## config.mk

```make
export PLATFORM = sky130hd
export DESIGN_NAME = seq_right_shifter_flat
export DESIGN_NICKNAME = d
export VERILOG_FILES = /design/src/rtl/seq_right_shifter_pkg.sv /design/src/rtl/seq_right_shifter_if.sv /design/src/rtl/seq_right_shifter_shr_step.sv /design/src/rtl/seq_right_shifter.sv /design/src/flat_wrapper.sv
export SDC_FILE = /design/constraint.sdc
export NUM_CORES = 1
export LEC_CHECK = 0
export BUFFER_PORTS_ARGS = -buffer_cell sky130_fd_sc_hd__buf_2
export CORE_AREA = 2 2 39 41
export DETAILED_ROUTE_END_ITERATION = 8
export DIE_AREA = 0 0 41 43
export PLACE_DENSITY_LB_ADDON = 0.25
export SLEW_MARGIN = 20
export SYNTH_ARGS = -nofsm -noshare
export SYNTH_HDL_FRONTEND = slang
export SYNTH_SLANG_ARGS = --single-unit
```

## constraint.sdc

```tcl
create_clock -name clk -period 2.9 [get_ports clk]
set_clock_uncertainty 0.15 [all_clocks]
set_input_delay 0.58 -clock clk [delete_from_list [all_inputs] [get_ports clk]]
set_output_delay 0.58 -clock clk [all_outputs]
set_load 0.05 [all_outputs]
```

## src/rtl/seq_right_shifter_pkg.sv

```systemverilog
// Shared types for the sequential right shifter: shift modes, FSM states
// and the input-mode normaliser.
package shifter_pkg;

    typedef enum logic [1:0] {
        SHR_LOGIC = 2'b00,
        SHR_ARITH = 2'b01,
        ROR       = 2'b10
    } shift_mode_t;

    typedef enum logic [1:0] {
        IDLE,
        SHIFT,
        DONE
    } shr_state_t;

    // The reserved encoding 2'b11 behaves as a logical shift.
    function automatic shift_mode_t to_mode(input logic [1:0] m);
        case (m)
            2'b01:   return SHR_ARITH;
            2'b10:   return ROR;
            default: return SHR_LOGIC;
        endcase
    endfunction

endpackage

```

## src/rtl/seq_right_shifter_if.sv

```systemverilog
// Handshake bundle between producer/consumer (master) and the shifter (slave).
interface seq_right_shifter_if #(
    parameter int N = 2
);
    localparam int M = 2 ** N;

    logic         in_valid;
    logic         in_ready;
    logic [M-1:0] A;
    logic [N-1:0] shamt;
    logic [1:0]   mode;
    logic         out_valid;
    logic         out_ready;
    logic [M-1:0] Y;

    modport master (
        output in_valid, A, shamt, mode, out_ready,
        input  in_ready, out_valid, Y
    );

    modport slave (
        input  in_valid, A, shamt, mode, out_ready,
        output in_ready, out_valid, Y
    );
endinterface

```

## src/rtl/seq_right_shifter_shr_step.sv

```systemverilog
// One-position right step of a word: logical, arithmetic or rotate.
module shr_step
    import shifter_pkg::*;
#(
    parameter int M = 4
) (
    input  logic [M-1:0] d,
    input  shift_mode_t  mode,
    output logic [M-1:0] q
);
    always_comb begin
        q = {1'b0, d[M-1:1]};
        case (mode)
            SHR_ARITH: q = {d[M-1], d[M-1:1]};
            ROR:       q = {d[0], d[M-1:1]};
            default:   q = {1'b0, d[M-1:1]};
        endcase
    end
endmodule

```

## src/rtl/seq_right_shifter.sv

```systemverilog
// Multi-cycle right shifter/rotator: one bit position per clock, with
// valid/ready handshakes on both the operand and result sides.
module seq_right_shifter
    import shifter_pkg::*;
#(
    parameter int N = 2
) (
    input logic                 clk,
    input logic                 rst_n,
    seq_right_shifter_if.slave  bus
);
    localparam int M = 2 ** N;

    shr_state_t   state;
    logic [M-1:0] data_q;
    logic [N-1:0] cnt_q;
    shift_mode_t  mode_q;
    logic         in_ready_q;
    logic         out_valid_q;
    logic [M-1:0] step_d;

    shr_step #(.M(M)) u_step (
        .d    (data_q),
        .mode (mode_q),
        .q    (step_d)
    );

    // Handshake flags are registered alongside the state so they always
    // equal (state==IDLE) / (state==DONE) without a decode path.
    always_ff @(posedge clk or negedge rst_n) begin
        if (!rst_n) begin
            state       <= IDLE;
            data_q      <= '0;
            cnt_q       <= '0;
            mode_q      <= SHR_LOGIC;
            in_ready_q  <= 1'b1;
            out_valid_q <= 1'b0;
        end else begin
            case (state)
                IDLE: begin
                    if (bus.in_valid) begin
                        data_q     <= bus.A;
                        cnt_q      <= bus.shamt;
                        mode_q     <= to_mode(bus.mode);
                        in_ready_q <= 1'b0;
                        if (bus.shamt == '0) begin
                            state       <= DONE;
                            out_valid_q <= 1'b1;
                        end else begin
                            state <= SHIFT;
                        end
                    end
                end
                SHIFT: begin
                    data_q <= step_d;
                    cnt_q  <= cnt_q - N'(1);
                    if (cnt_q == N'(1)) begin
                        state       <= DONE;
                        out_valid_q <= 1'b1;
                    end
                end
                DONE: begin
                    if (bus.out_ready) begin
                        state       <= IDLE;
                        out_valid_q <= 1'b0;
                        in_ready_q  <= 1'b1;
                    end
                end
                default: begin
                    state       <= IDLE;
                    out_valid_q <= 1'b0;
                    in_ready_q  <= 1'b1;
                end
            endcase
        end
    end

    assign bus.in_ready  = in_ready_q;
    assign bus.out_valid = out_valid_q;
    assign bus.Y         = data_q;

endmodule

```

## src/flat_wrapper.sv

```systemverilog
// flat-port wrapper written by rule: the top's interface ports become plain ports
module seq_right_shifter_flat import shifter_pkg::*;
#(
    parameter int N = 2
)
  (clk, rst_n, bus_in_valid, bus_A, bus_shamt, bus_mode, bus_out_ready, bus_in_ready, bus_out_valid, bus_Y);
  seq_right_shifter_if #(.N(N)) bus_i ();
  input logic clk;
  input logic rst_n;
  input wire logic [$bits(bus_i.in_valid)-1:0] bus_in_valid;
  input wire logic [$bits(bus_i.A)-1:0] bus_A;
  input wire logic [$bits(bus_i.shamt)-1:0] bus_shamt;
  input wire logic [$bits(bus_i.mode)-1:0] bus_mode;
  input wire logic [$bits(bus_i.out_ready)-1:0] bus_out_ready;
  output wire logic [$bits(bus_i.in_ready)-1:0] bus_in_ready;
  output wire logic [$bits(bus_i.out_valid)-1:0] bus_out_valid;
  output wire logic [$bits(bus_i.Y)-1:0] bus_Y;
  assign bus_i.in_valid = bus_in_valid;
  assign bus_i.A = bus_A;
  assign bus_i.shamt = bus_shamt;
  assign bus_i.mode = bus_mode;
  assign bus_i.out_ready = bus_out_ready;
  assign bus_in_ready = bus_i.in_ready;
  assign bus_out_valid = bus_i.out_valid;
  assign bus_Y = bus_i.Y;
  seq_right_shifter #(.N(N)) u_core (.clk(clk), .rst_n(rst_n), .bus(bus_i));
endmodule
```

==> results.cfg, run 1 <==
[global_route]
busiest_layer = met2
grtUsageMet1 = 0.254
grtUsageMet2 = 0.266
use_met3 = 0.0366
grt_usage = 0.186
antenna_found_initial = 0
grt_pass1_wl_um = 2220
grt_overflow = 0
grt_pass1_vias = 526
grt_max_degree = 15

[power_and_ir_drop]
p_per_area_nw_per_um2 = 1210
ir_drop_v = 0.000516
total_leakage_power_nw = 0.363
p_total_mw = 0.912

[worst_setup_path]
arrival_ns = 1.07
required_ns = 2.17
cp.buffers_inverters = 1
critical_path.cell_chain = buf_2
slowest_delay_ns = 0.55
reg2reg_slack_ns = 1.44
r2r-end = u_core.cnt_q[0]
worst-path-stages = 1
worstSetupEndpointType = primary output
path_max_fanout = 3
endpoint = bus_in_ready
startpoint_type = flip-flop
ff2ff_path_depth = 3
slowest_stage = dfstp_2
timing.rr.start = u_core.state[1]
critPathKind = flip-flop to primary output
critical_path.top_delay_family = flip-flops
startpoint = u_core.bus.in_ready

[sta]
rsz0062_at_grt = no
slew_viol_final = 0
worst_pin_slew_ns = 0.494
period_minus_slack_ns = 1.80
clock.fmax_mhz = 555
timing.final.crit_share = 0.621
finalSetupViolCount = 0
fin_setup_tns_ns = 0
finalHoldViolCount = 0
slew_headroom = 0.670

[final_layout]
area_growth_pct = 18.0
layout-drive-gt1-share = 0.354
fin_nets = 93
nFillCells = 133
layout_common_cells = buf_2, dfrtp_1, a22oi_1
final_common_cell = buf_2
antenna_cells = 0

[synth]
yosysSeqAreaShare = 0.471
syn_avg_cell_area_um2 = 10.7
ys_ff_latch = 12
yosysWarnings = 0
syn_area_um2 = 641
syn-num-nets = 73
syn_inst = 60
yosysUniqueCellTypes = 26

[drt]
vias = 554
via_per_inst = 5.83
ant_nets = 0
drc = 0
routedWlPerCell_um = 13.9
routed_wl_um = 1320
drtIter0Drc = 11
firstDrtPassIters = 4

[job]
maxCapViolCount = 0

[clocking]
cts_tree = yes
cts_root_buffer = clkbuf_4
clk_pin_slew_ns = 0.08
postCtsSetupRepairBufs = 0
numCtsBuffers = 3
clock-sinks = 12
insertion_delay_ns = 0.27
cts_buffer_depth = 2
htree_levels = 1
cts_resized = 0
cts_hold_buf = 0

[place]
gp_congestion = 0.691
numPortBuffers = 17

[floorplan]
core_area_um2 = 1380
dieArea_um2 = 1760
start_util = 0.463
rows = 14
chipHeight_um = 43
die_x_um = 41
pin_count = 18

[run_status]
outcome = finished clean

[worst_hold_path]
hp-class = primary input to asynchronous set/reset pin
==> layer usage <==
layer  vias to the layer above  routed length [um]
met4                         0                  19
met2                        17                 621
met3                         4                  73
met1                       267                 603
met5                         -                   0
li1                        266                   -
==> synth_stat cells <==
cell type	n	area share
and2b_1	2	0.023
nor2b_1	2	0.020
dfstp_2	1	0.041
o21ai_0	2	0.016
inv_2	2	0.012
nand3b_1	1	0.012
o22ai_1	2	0.020
mux2_4	1	0.023
o41ai_1	2	0.027
a21o_1	1	0.012
nor2_2	1	0.0098
ha_1	1	0.020
buf_6	1	0.018
nor2_1	2	0.012
buf_2	1	0.0078
a22oi_1	9	0.11
nand2_1	2	0.012
a21oi_1	1	0.0078
nand2b_2	1	0.014
a221oi_1	1	0.014
mux2_2	1	0.018
o41ai_4	1	0.043
inv_1	3	0.018
o21ai_1	7	0.055
dfrtp_1	11	0.43
a2bb2oi_1	1	0.014
==> area by class of cell <==
cell class              instances  area (um^2)  share of cell area
clock buffers                   4         26.3              0.0348
well taps                      16         20.0              0.0265
multi-input cells              41          304               0.402
repair buffers                 17         85.1               0.113
inverters                       5         18.8              0.0248
flip-flops and latches         12          302               0.399
==> registers in the layout (all words and copies together) (netlist names) <==
register and count:
u_core.bus.Y 4, u_core.cnt_q 2, u_core.mode_q 2, u_core.state 2, u_core.bus.in_ready 1, u_core.bus.out_valid 1
==> power by group <==
| part | total (mW) | internal [mW] | leakage (nW) | switching (mW) |
|---|---|---|---|---|
| sequential | 0.360 | 0.252 | 0.147 | 0.107 |
| clock | 0.110 | 0.0532 | 0.0150 | 0.0566 |
| combinational | 0.443 | 0.172 | 0.202 | 0.270 |
==> worst min path at each step <==
stage               depth (start not counted)              end  slack [ns]
finish                                      1  u_core.cnt_q[1]        0.03
global route                                1  u_core.bus.Y[0]        0.05
CTS                                         1  u_core.cnt_q[1]        0.03
detailed placement                          1  u_core.bus.Y[0]        0.33
global placement                            1  u_core.bus.Y[1]        0.33
floorplan                                   0  u_core.bus.Y[0]        0.13
==> cells by family (layout without fill, tap and decap cells) <==
family / after synthesis / after routing / share of synthesized area
DFF: 12 / 12 / 0.471
and+or+nand+nor: 11 / 11 / 0.102
AOI/OAI and AO/OA: 27 / 27 / 0.312
adders and majority gates: 1 / 1 / 0.0195
buffers and inverters: 7 / 26 / 0.0547
muxes: 2 / 2 / 0.0410
==> stage by stage <==
stage / hold slack [ns] / instance area [um^2] / setup slack, ns / utilization / std cells
6_report: 0.0259 / 756 / 1.10 / 0.546 / 95
5_1_grt: 0.0460 / 756 / 1.08 / 0.546 / 95
4_1_cts: 0.0342 / 756 / 1.09 / 0.546 / 95
3_5_place_dp: 0.328 / 729 / 1.39 / 0.527 / 91
3_3_place_gp: 0.328 / 729 / 1.40 / 0.527 / 91
2_1_floorplan: 0.134 / 641 / 1.50 / - / 60
(Power assumes the default switching activity.)
==> run 2, diff against run 1 <==
--- a/config.mk
+++ b/config.mk
@@ -6,9 +6,8 @@
 export NUM_CORES = 1
 export LEC_CHECK = 0
 export BUFFER_PORTS_ARGS = -buffer_cell sky130_fd_sc_hd__buf_2
-export CORE_AREA = 2 2 39 41
+export CORE_UTILIZATION = 48
 export DETAILED_ROUTE_END_ITERATION = 8
-export DIE_AREA = 0 0 41 43
 export PLACE_DENSITY_LB_ADDON = 0.25
 export SLEW_MARGIN = 20
 export SYNTH_ARGS = -nofsm -noshare
==> constraint.sdc (replaced) <==
create_clock -name clk -period 1.75 [get_ports clk]
set_clock_uncertainty 0.15 [all_clocks]
set_input_delay 0.35 -clock clk [delete_from_list [all_inputs] [get_ports clk]]
set_output_delay 0.35 -clock clk [all_outputs]
set_load 0.05 [all_outputs]
==> results.cfg, run 2 (same netlist as run 1, synthesis figures left out) <==
[global_route]
grt_max_degree = 15
grt_pass1_vias = 499
grt_usage = 0.207
antenna_found_initial = 0
grt_overflow = 0
grt_pass1_wl_um = 2110

[clocking]
insertion_delay_ns = 0.27
cts_root_buffer = clkbuf_4
numCtsBuffers = 3
cts_tree = yes
clock-sinks = 12
cts_buffer_depth = 2
postCtsSetupRepairBufs = 0
clk_pin_slew_ns = 0.08
htree_levels = 1
cts_resized = 0

[place]
place_area_um2 = 727
placedCellCount = 89
dp_slack_ns = 0.319
gp_congestion = 0.770
numPortBuffers = 17
dp_hpwl_um = 921

[final_layout]
fin_nets = 94
antenna_cells = 0
largest_reg_flops = 4
final_common_cell = buf_2
stdcell_area_um2 = 763
layout-drive-gt1-share = 0.350
register_area_um2 = 302
final_core_util = 0.652
area_growth_pct = 19.1
multi_input_area_um2 = 304
nFillCells = 104
layout_common_cells = buf_2, dfrtp_1, a22oi_1
final_cells = 94

[worst_setup_path]
timing.rr.start = u_core.state[1]
startpoint = u_core.bus.in_ready
ff2ff_path_depth = 3
endpoint = bus_in_ready
critical_path.top_delay_family = flip-flops
slowest_delay_ns = 0.54
r2r-end = u_core.cnt_q[0]
cp.buffers_inverters = 1
critical_path.cell_chain = buf_2
worstSetupEndpointType = primary output
startpoint_type = flip-flop
required_ns = 1.25
path_max_fanout = 3
reg2reg_slack_ns = 0.29
worst-path-stages = 1
slowest_stage = dfstp_2
critPathKind = flip-flop to primary output
arrival_ns = 1.07

[drt]
drtIter0Drc = 8
vias = 530
firstDrtPassIters = 3
via_per_inst = 5.64
routedWlPerCell_um = 13.8
routed_wl_um = 1300
drc = 0
ant_nets = 0

[power_and_ir_drop]
ir_drop_v = 0.000983
total_leakage_power_nw = 0.367
p_per_area_nw_per_um2 = 1990

[floorplan]
core_area_um2 = 1170
rows = 12
start_util = 0.547
dieArea_um2 = 1480
die_x_um = 38.5
chipHeight_um = 38.5
pin_count = 18

[sta]
clock.fmax_mhz = 637
slew_headroom = 0.661
finalSetupViolCount = 0
finalHoldViolCount = 0
slew_viol_final = 0
period_minus_slack_ns = 1.57
worst_pin_slew_ns = 0.508
timing.final.crit_share = 0.897
layout_setup_ws_ns = 0.180
rsz0062_at_grt = no
fin_setup_tns_ns = 0

[job]
maxCapViolCount = 0

[worst_hold_path]
hp-class = primary input to flip-flop

[run_status]
outcome = finished clean
run 2: through the flow:
step | hold slack (ns) | power, mW
2_1_floorplan | -0.0956 | 1.18
3_3_place_gp | 0.0925 | 1.31
3_5_place_dp | 0.0916 | 1.33
4_1_cts | 0.114 | 1.52
5_1_grt | 0.114 | 1.62
6_report | 0.114 | 1.52
run 2: final cells by class:
type / count / area share
clock buffer: 4 / 0.0344
inverter: 5 / 0.0246
multi-input combinational: 41 / 0.398
sequential: 12 / 0.395
tap: 14 / 0.0230
timing repair buffer: 18 / 0.125
run 2: timing repair:
action,4_1_cts,5_1_grt
endpoints found under the hold margin,11,0
hold buffers,1,0
setup endpoints to repair,0,0
run 2: power breakdown:
part	switching, mW	internal, mW	leakage [nW]
combinational	0.451	0.287	0.206
clock	0.0947	0.0882	0.0150
sequential	0.177	0.418	0.147
total	0.723	0.793	0.367
run 2: worst min-delay path by stage:
stage,startpoint,end,slack (ns),depth (start not counted)
6_report,bus_mode[1],u_core.mode_q[0],0.11,2
5_1_grt,bus_mode[1],u_core.mode_q[0],0.11,2
4_1_cts,bus_mode[1],u_core.mode_q[0],0.11,2
3_5_place_dp,rst_n,u_core.bus.Y[1],0.09,1
3_3_place_gp,rst_n,u_core.bus.Y[1],0.09,1
2_1_floorplan,rst_n,u_core.bus.Y[0],-0.1,0
run 2: layer usage:
layer,wire [um],vias to the layer above,part of all wire,track usage
met3,46,0,0.035,0.0523
met4,0,0,0,0.0776
met5,0,-,0,0
li1,-,268,-,-
met1,647,250,0.50,0.284
met2,606,12,0.47,0.313
